==> config.mk <==
export PLATFORM = sky130hd
export DESIGN_NAME = cascade_word_parser
export DESIGN_NICKNAME = d
export VERILOG_FILES = /design/src/rtl/cascade_word_parser.sv
export SDC_FILE = /design/constraint.sdc
export NUM_CORES = 1
export LEC_CHECK = 0
export BUFFER_PORTS_ARGS = -buffer_cell sky130_fd_sc_hd__buf_4
export CAP_MARGIN = 20
export CORE_MARGIN = 3
export CORE_UTILIZATION = 52
export DETAILED_ROUTE_END_ITERATION = 6
export PLACE_DENSITY = 0.8
export SLEW_MARGIN = 20
export SYNTH_ARGS = -nofsm -noshare
export SYNTH_HDL_FRONTEND = slang
export SYNTH_SLANG_ARGS = --single-unit
==> constraint.sdc <==
create_clock -name clk_i -period 2.7 [get_ports clk_i]
set_input_delay 0.54 -clock clk_i [delete_from_list [all_inputs] [get_ports clk_i]]
set_output_delay 0.54 -clock clk_i [all_outputs]
set_load 0.01 [all_outputs]
==> src/rtl/cascade_word_parser.sv <==
// cascade_word_parser
// Parses the Viola-Jones cascade ROM word stream. Stage and feature headers
// are consumed internally. Payload words go to one of three output channels
// (rect, feature threshold/leaf, stage threshold) through a single shared
// output register stage with downstream backpressure.
module cascade_word_parser #(
  parameter int DATA_W    = 32,
  parameter int MAX_RECTS = 3,
  parameter int RCNT_W    = 2,
  parameter int FCNT_W    = 12,
  parameter int STAGE_W   = 6
) (
  input  logic               clk_i,
  input  logic               rst_i,
  input  logic               start_i,
  input  logic [DATA_W-1:0]  rom_data_i,
  input  logic               rom_val_i,
  output logic               rom_rdy_o,
  input  logic               out_rdy_i,
  output logic [DATA_W-1:0]  rect_o,
  output logic               rect_part_o,
  output logic [RCNT_W-1:0]  rect_idx_o,
  output logic               rect_val_o,
  output logic [DATA_W-1:0]  thr_o,
  output logic [1:0]         thr_type_o,
  output logic               thr_val_o,
  output logic               feat_last_o,
  output logic [DATA_W-1:0]  stage_thr_o,
  output logic [STAGE_W-1:0] stage_idx_o,
  output logic               stage_thr_val_o,
  output logic               done_o,
  output logic               err_o
);

  // Rect word counter runs 0 .. 2*NR-1, so it needs one bit more than NR.
  localparam int CNT_W = RCNT_W + 1;

  localparam logic [3:0] S_HDR   = 4'd0;
  localparam logic [3:0] S_STHR  = 4'd1;
  localparam logic [3:0] F_HDR   = 4'd2;
  localparam logic [3:0] RECT    = 4'd3;
  localparam logic [3:0] F_THR   = 4'd4;
  localparam logic [3:0] F_LEFT  = 4'd5;
  localparam logic [3:0] F_RIGHT = 4'd6;
  localparam logic [3:0] S_DONE  = 4'd7;
  localparam logic [3:0] S_ERR   = 4'd8;

  logic [3:0]         state_reg, state_next;
  logic [FCNT_W-1:0]  feat_cnt_reg, feat_cnt_next;
  logic [RCNT_W-1:0]  nr_reg, nr_next;
  logic [CNT_W-1:0]   rect_cnt_reg, rect_cnt_next;
  logic [STAGE_W-1:0] stage_idx_reg, stage_idx_next;

  logic               out_pending;
  logic               halted;
  logic               accept;
  logic [FCNT_W-1:0]  nf_field;
  logic [RCNT_W-1:0]  nr_field;
  logic               last_rect;
  logic               last_feat;

  // Table of legal rect counts (1..MAX_RECTS) indexed by the header field;
  // avoids comparing a narrow field against a bound it may never reach.
  logic [(1<<RCNT_W)-1:0] nr_legal;

  genvar gi;
  generate
    for (gi = 0; gi < (1 << RCNT_W); gi++) begin : g_nr_legal
      localparam bit LEGAL = (gi >= 1) && (gi <= MAX_RECTS);
      assign nr_legal[gi] = LEGAL;
    end
  endgenerate

  assign out_pending = rect_val_o | thr_val_o | stage_thr_val_o;
  assign halted      = (state_reg == S_DONE) || (state_reg == S_ERR);
  // A start pulse blocks acceptance so the word in that cycle is not consumed.
  assign rom_rdy_o   = !halted && !start_i && (!out_pending || out_rdy_i);
  assign accept      = rom_val_i && rom_rdy_o;

  assign nf_field  = rom_data_i[FCNT_W-1:0];
  assign nr_field  = rom_data_i[RCNT_W-1:0];
  assign last_rect = (rect_cnt_reg == {nr_reg - RCNT_W'(1), 1'b1});
  assign last_feat = (feat_cnt_reg == FCNT_W'(1));

  assign done_o      = (state_reg == S_DONE);
  assign err_o       = (state_reg == S_ERR);
  assign stage_idx_o = stage_idx_reg;

  // Next-state and counter updates; everything advances only on an accepted word.
  always_comb begin
    state_next     = state_reg;
    feat_cnt_next  = feat_cnt_reg;
    nr_next        = nr_reg;
    rect_cnt_next  = rect_cnt_reg;
    stage_idx_next = stage_idx_reg;
    if (accept) begin
      case (state_reg)
        S_HDR: begin
          if (nf_field == '0) begin
            state_next = S_DONE;
          end else begin
            feat_cnt_next = nf_field;
            state_next    = S_STHR;
          end
        end
        S_STHR: state_next = F_HDR;
        F_HDR: begin
          if (!nr_legal[nr_field]) begin
            state_next = S_ERR;
          end else begin
            nr_next       = nr_field;
            rect_cnt_next = '0;
            state_next    = RECT;
          end
        end
        RECT: begin
          if (last_rect) begin
            rect_cnt_next = '0;
            state_next    = F_THR;
          end else begin
            rect_cnt_next = rect_cnt_reg + CNT_W'(1);
          end
        end
        F_THR:  state_next = F_LEFT;
        F_LEFT: state_next = F_RIGHT;
        F_RIGHT: begin
          feat_cnt_next = feat_cnt_reg - FCNT_W'(1);
          if (last_feat) begin
            // Stage index wraps silently.
            stage_idx_next = stage_idx_reg + STAGE_W'(1);
            state_next     = S_HDR;
          end else begin
            state_next = F_HDR;
          end
        end
        default: state_next = state_reg;
      endcase
    end
  end

  // Parser state registers; start restarts parsing exactly like reset.
  always_ff @(posedge clk_i) begin
    if (rst_i || start_i) begin
      state_reg     <= S_HDR;
      feat_cnt_reg  <= '0;
      nr_reg        <= '0;
      rect_cnt_reg  <= '0;
      stage_idx_reg <= '0;
    end else begin
      state_reg     <= state_next;
      feat_cnt_reg  <= feat_cnt_next;
      nr_reg        <= nr_next;
      rect_cnt_reg  <= rect_cnt_next;
      stage_idx_reg <= stage_idx_next;
    end
  end

  // Output register stage: load on accept, clear valids once taken, hold under backpressure.
  always_ff @(posedge clk_i) begin
    if (rst_i || start_i) begin
      rect_o          <= '0;
      rect_part_o     <= 1'b0;
      rect_idx_o      <= '0;
      rect_val_o      <= 1'b0;
      thr_o           <= '0;
      thr_type_o      <= 2'd0;
      thr_val_o       <= 1'b0;
      feat_last_o     <= 1'b0;
      stage_thr_o     <= '0;
      stage_thr_val_o <= 1'b0;
    end else if (accept) begin
      // Headers leave all valids low; accept already implies the old word left.
      rect_val_o      <= (state_reg == RECT);
      thr_val_o       <= (state_reg == F_THR) || (state_reg == F_LEFT) ||
                         (state_reg == F_RIGHT);
      stage_thr_val_o <= (state_reg == S_STHR);
      case (state_reg)
        S_STHR: stage_thr_o <= rom_data_i;
        RECT: begin
          rect_o      <= rom_data_i;
          rect_idx_o  <= rect_cnt_reg[CNT_W-1:1];
          rect_part_o <= rect_cnt_reg[0];
        end
        F_THR: begin
          thr_o       <= rom_data_i;
          thr_type_o  <= 2'd0;
          feat_last_o <= 1'b0;
        end
        F_LEFT: begin
          thr_o       <= rom_data_i;
          thr_type_o  <= 2'd1;
          feat_last_o <= 1'b0;
        end
        F_RIGHT: begin
          thr_o       <= rom_data_i;
          thr_type_o  <= 2'd2;
          feat_last_o <= last_feat;
        end
        default: ;
      endcase
    end else if (out_rdy_i) begin
      rect_val_o      <= 1'b0;
      thr_val_o       <= 1'b0;
      stage_thr_val_o <= 1'b0;
    end
  end

endmodule

Yosys cells after proc, flatten, opt, wreduce, memory -nomap -nowiden --
Index checks and enable logic that the tools add are counted.
Operators by class: bitwise gates (word level) 2, add/sub/neg operators 4, equality and inequality tests 13, reductions and logical operators 31, $lt $le $gt $ge 1, mux-type cells 18
Operators with widths (number):
- $pmux W4 S7 | 1
- $pmux W12 S2 | 1
- $eq A4 B3 Y1 const B | 4
- $reduce_and A3 Y1 | 5
- $eq A12 B1 Y1 const B | 1
- $logic_not A12 Y1 | 1
- $mux W12 | 1
- $sub A12 B1 Y12 const B | 1
- $reduce_and A2 Y1 | 5
- $mux W3 | 3
- $eq A4 B2 Y1 const B | 2
- $mux W4 | 2
- $reduce_bool A2 Y1 | 4
- $reduce_bool A7 Y1 | 1
- $add A6 B1 Y6 const B | 1
- $ne A2 B2 Y1 const B | 3
- $pmux W2 S3 | 1
- $pmux W3 S2 | 1
- $logic_or A1 B1 Y1 | 5
- $mux W1 | 5
- $eq A4 B1 Y1 const B | 1
- $eq A4 B4 Y1 const B | 1
- $logic_not A4 Y1 | 1
- $add A3 B1 Y3 const B | 1
- other kinds (12) | 17
Storage, ports and cells: input bits 37, flip-flop bits (word level) 132, output and inout port bits 114

Longest topological paths before layout --
depth after elaboration 7, mapped depth 8, gate-level depth less buffers 6

Worst setup path after synthesis --
OpenSTA, ideal clock, no wires.
path type reg-to-reg, start point register stage_thr_val_o, end point register feat_last_o, stages on the path, launching flop included 7, setup slack 0.773 ns, data arrival time 1.800 ns, buffers on the path 1, library setup time 0.128 ns, period minus slack after synthesis 1.927 ns, path through dfxtp_1 > or3_4 > a2111oi_4 > nand3_2 > buf_2 > a21oi_1 > nor2_1
Between the ends: longest elaborated chain between the ends 6
RTL lines:
- from (decl) | line 30 | output logic stage_thr_val_o,
- from (signal assigned) | line 176 | stage_thr_val_o <= (state_reg == S_STHR);
- $or A1 B1 Y1 | line 74 | assign out_pending = rect_val_o | thr_val_o | stage_thr_val_o;
- $logic_not A1 Y1 | line 77 | assign rom_rdy_o = !halted && !start_i && (!out_pending || out_rdy_i);
- $logic_or A1 B1 Y1 | line 77
- $logic_and A1 B1 Y1 | line 77
- $logic_and A1 B1 Y1 | line 78 | assign accept = rom_val_i && rom_rdy_o;
- $reduce_and A2 Y1 (no source line)
- to (signal assigned) | line 197 | feat_last_o <= last_feat;
- to (decl) | line 27 | output logic feat_last_o,
Every way passes these cells. A chain may end at the register's enable or synchronous reset.

Worst setup path in the final report --
start point register state_reg[3], end point register stage_thr_o[26]
Between the ends: longest elaborated chain between the ends 7, elaborated cells between the ends (all ways) 9, classes of those cells eq/ne (3); reduce/logical (6)
RTL lines:
- from (decl) | line 48 | logic [3:0] state_reg, state_next;
- from (signal assigned) | line 150 | state_reg <= state_next;
- $eq A4 B3 Y1 / $eq A4 B4 Y1 (equally long branches) | line 75 | assign halted = (state_reg == S_DONE) || (state_reg == S_ERR);
- $logic_or A1 B1 Y1 | line 75
- $logic_not A1 Y1 | line 77
- $logic_and A1 B1 Y1 (2 in a row) | line 77
- $logic_and A1 B1 Y1 | line 78
- $reduce_and A2 Y1 (no source line) (*)
- to (signal assigned) | line 178 | S_STHR: stage_thr_o <= rom_data_i;
- to (decl) | line 28 | output logic [DATA_W-1:0] stage_thr_o,
Mark *: on every way between the ends. The rest lies on a longest branch, timed or not.

==> qor.csv <==
stage,metric,value,unit
synth,"FF+latch count, synth",132,
layout,share of cells above drive strength 1,0.263,
synth,Synth async-reset ratio,0,
floorplanning,Die Area,0.0117,mm^2
synth,Post-Syn Instances,676,
power_and_ir_drop,P_sw,978,uW
layout,fin cells,958,
layout,Post-Layout Inst Area,0.00716,mm^2
grt,initial antenna violation count,0,
clocking,post_cts resized,0,
timing,number of setup violations in the final report,0,
worst_hold_path,Worst Hold Class,in2reg,
power_and_ir_drop,Comb power frac,0.046,
timing,Setup TNS,0,ns
worst_setup_path,CP cell instances,"and4b_1, a2111oi_4, and3_1, buf_4, nand2_1, a21oi_1",
worst_hold_path,Worst Min Path Start,rom_data_i[29],
power_and_ir_drop,Flop pwr share,0.452,
worst_setup_path,reg2reg start,state_reg[3]$_SDFFE_PP0P_,
synth,Syn Nets,717,
placement,Post-DP HPWL,10.3,mm
synth,top_reg_cell synth,dfxtp_1,
layout,Area Growth Syn to Fin,32.5,%
synth,post-synth top area cell,dfxtp_1,
grt,GRT overflow,0,
route,vias per std cell,5.50,
synth,post-synth cell types,54,
route,WL per Instance,15.8,um
worst_setup_path,"Req. time, crit path",3.14,ns
worst_setup_path,Crit-path slowest cell,dfxtp_1,
synth,Netlist Area Pre-Place,0.00541,mm^2
clocking,CTS tree,done,
clocking,CTS Buffer Depth,2,
synth,syn_area_per_cell,8.00,um^2
grt,largest net degree at the start of global routing,67,
timing,Final Hold Vio Count,0,
timing,worst-margin pin slew,0.806,ns
power_and_ir_drop,PwrDens,606,mW/mm^2
placement,Post-Place Cells,927,
power_and_ir_drop,P_int,3360,uW
power_and_ir_drop,Peak VDD IR,0.406,mV
route,Vias,5271,
route,final WL,15.1,mm
clocking,TritonCTS Buffers,17,
timing,Slew headroom,0.462,
timing,Hold Worst Slack,0.286,ns
synth,synth top area cells,"dfxtp_1, nand2_1, a21oi_1, clkbuf_1, nor2_1",
synth,Ys Warns,0,
placement,RD Place Congestion,0.866,
grt,vias in the first global route,4856,
clocking,buffer count from post-CTS setup fixing,0,
clocking,Worst-path clk slew,0.06,ns
clocking,hold_buf cts,0,
timing,Final Skew,0.00731,ns
status,status,"complete, no violations",
synth,"Seq/Total Area, Yosys",0.489,
route,initial drt markers,381,
synth,number of flops mapped to enable cells by yosys,0,
route,"antenna viol nets, final",0,
floorplanning,die height,108,um
timing,Max Slew Vio Count,0,
grt,GRT Total Usage,0.259,
worst_setup_path,startpoint types,flip-flop,
synth,Synth top area share,0.489,
run,total of max-cap violations,0,
power_and_ir_drop,leakage dissipation,0.00273,uW
grt,first-pass GRT wire length,24.0,mm
worst_setup_path,Setup CP Type,reg2reg,
placement,Placed Instance Area,0.00660,mm^2
timing,crit share post-route,0.858,
clocking,"Clk Latency, worst-skew pair",0.52,ns
placement,IO Port Bufs,150,
clocking,CTS HTree Levels,4,
layout,Top Registers,"rect_o: 32 flops, stage_thr_o: 32 flops, thr_o: 32 flops",
timing,f_max,431,MHz
layout,fin nets,854,
route,DRC Markers,0,
worst_setup_path,"slowest stage delay, CP",0.57,ns
floorplanning,Initial Util,0.543,
timing,RSZ-0062 raised after global routing,false,
worst_setup_path,critical path endpoint category,flip-flop,
floorplanning,Placeable Area,0.00995,mm^2
route,drt pass-1 iters,5,
power_and_ir_drop,Final Total Pwr,4340,uW
clocking,clock net sink count,132,
floorplanning,die width,108,um
clocking,Root Buffer,clkbuf_8,
power_and_ir_drop,Sw Ratio,0.225,
worst_setup_path,WP data arrival,2.76,ns
timing,Final min period,2.32,ns
floorplanning,I/O pin count,151,
power_and_ir_drop,clock share of power,0.501,
layout,# diodes,0,
worst_setup_path,crit path max fanout,32,
worst_setup_path,Setup crit start,state_reg[3]$_SDFFE_PP0P_,
floorplanning,# rows,36,
==> power groups by stage <==
stage / Clock, uW / Combinational (uW) / Sequential (uW)
6_report: 2180 / 200 / 1960
5_1_grt: 2300 / 217 / 1960
4_1_cts: 2200 / 198 / 1960
3_5_place_dp: 0 / 196 / 2010
3_3_place_gp: 0 / 192 / 2000
2_1_floorplan: 0 / 102 / 2000
==> kinds of logic after synthesis <==
group           Yosys count  share of synthesized area
flops                   132                      0.489
buf+inv                  54                     0.0498
simple gates            309                      0.252
fa+ha+maj                 4                    0.00926
mux                       7                     0.0132
xor+xnor                  7                     0.0113
compound gates          163                      0.176
==> layout make-up <==
| class | count | area, um^2 |
|---|---|---|
| Fill cell | 778 | 2790 |
| Clock buffer | 19 | 432 |
| Inverter | 4 | 15.0 |
| Timing Repair Buffer | 168 | 1270 |
| Clock inverter | 12 | 134 |
| Sequential cell | 132 | 2640 |
| Tap cell | 133 | 166 |
| Multi-Input combinational cell | 490 | 2500 |
==> layer usage <==
metal | GRT usage | up-vias | routed length, um
met3 | 0.0555 | 26 | 1210
met1 | 0.343 | 2443 | 6410
met2 | 0.421 | 244 | 7180
met5 | 0 | - | 0
li1 | - | 2558 | -
met4 | 0.0920 | 0 | 304
==> layout by cell type (no fill, tap or decap), types with 7 or more instances in the layout <==
| cell | count |
|---|---|
| buf_4 | 167 |
| nor2_1 | 26 |
| nand3_1 | 10 |
| o21ai_0 | 11 |
| clkbuf_16 | 16 |
| nor3_1 | 10 |
| a21oi_1 | 114 |
| nand2b_1 | 9 |
| a21oi_2 | 9 |
| nor4_1 | 7 |
| dfxtp_1 | 132 |
| nand2_1 | 212 |
==> worst max-delay path: cells and delay by family (launching register included) <==
family	cells	cell delay, ns
and+or+nand+nor	3	0.68
AOI/OAI and AO/OA	2	0.64
buffers and inverters	1	0.35
DFF	1	0.57
==> final timing paths <==
check,endpoint,cells past startpoint,slack (ns)
worst min register to register,stage_thr_o[15]$_SDFFE_PP0P_,2,0.45
worst max-delay path,stage_thr_o[26]$_SDFFE_PP0P_,6,0.38
worst min-delay path,stage_thr_o[29]$_SDFFE_PP0P_,3,0.29
worst max register to register,stage_thr_o[26]$_SDFFE_PP0P_,6,0.38
==> cell usage after synthesis (all sizes together), types with 2 or more instances <==
library cell,n
nor2,27
a211oi,3
nand2,212
nor3,10
mux2i,6
inv,4
nand3,11
clkbuf,31
xnor2,4
dfxtp,132
xor2,3
and2,6
o21ai,11
nor4b,2
o31ai,6
and3,4
o41ai,3
nor4,8
a21oi,123
o32ai,2
or2,2
nand3b,2
or3,4
o211ai,6
nand2b,9
buf,19
ha,4
nor3b,2
a21o,2
nand4,2
==> per-stage QoR <==
step	worst slack (ns)	utilization
3_3_place_gp	0.452	0.663
5_1_grt	0.216	0.719
3_5_place_dp	0.361	0.663
6_report	0.382	0.719
4_1_cts	0.386	0.719
2_1_floorplan	0.773	-
Power figures use the tool's default switching activity.
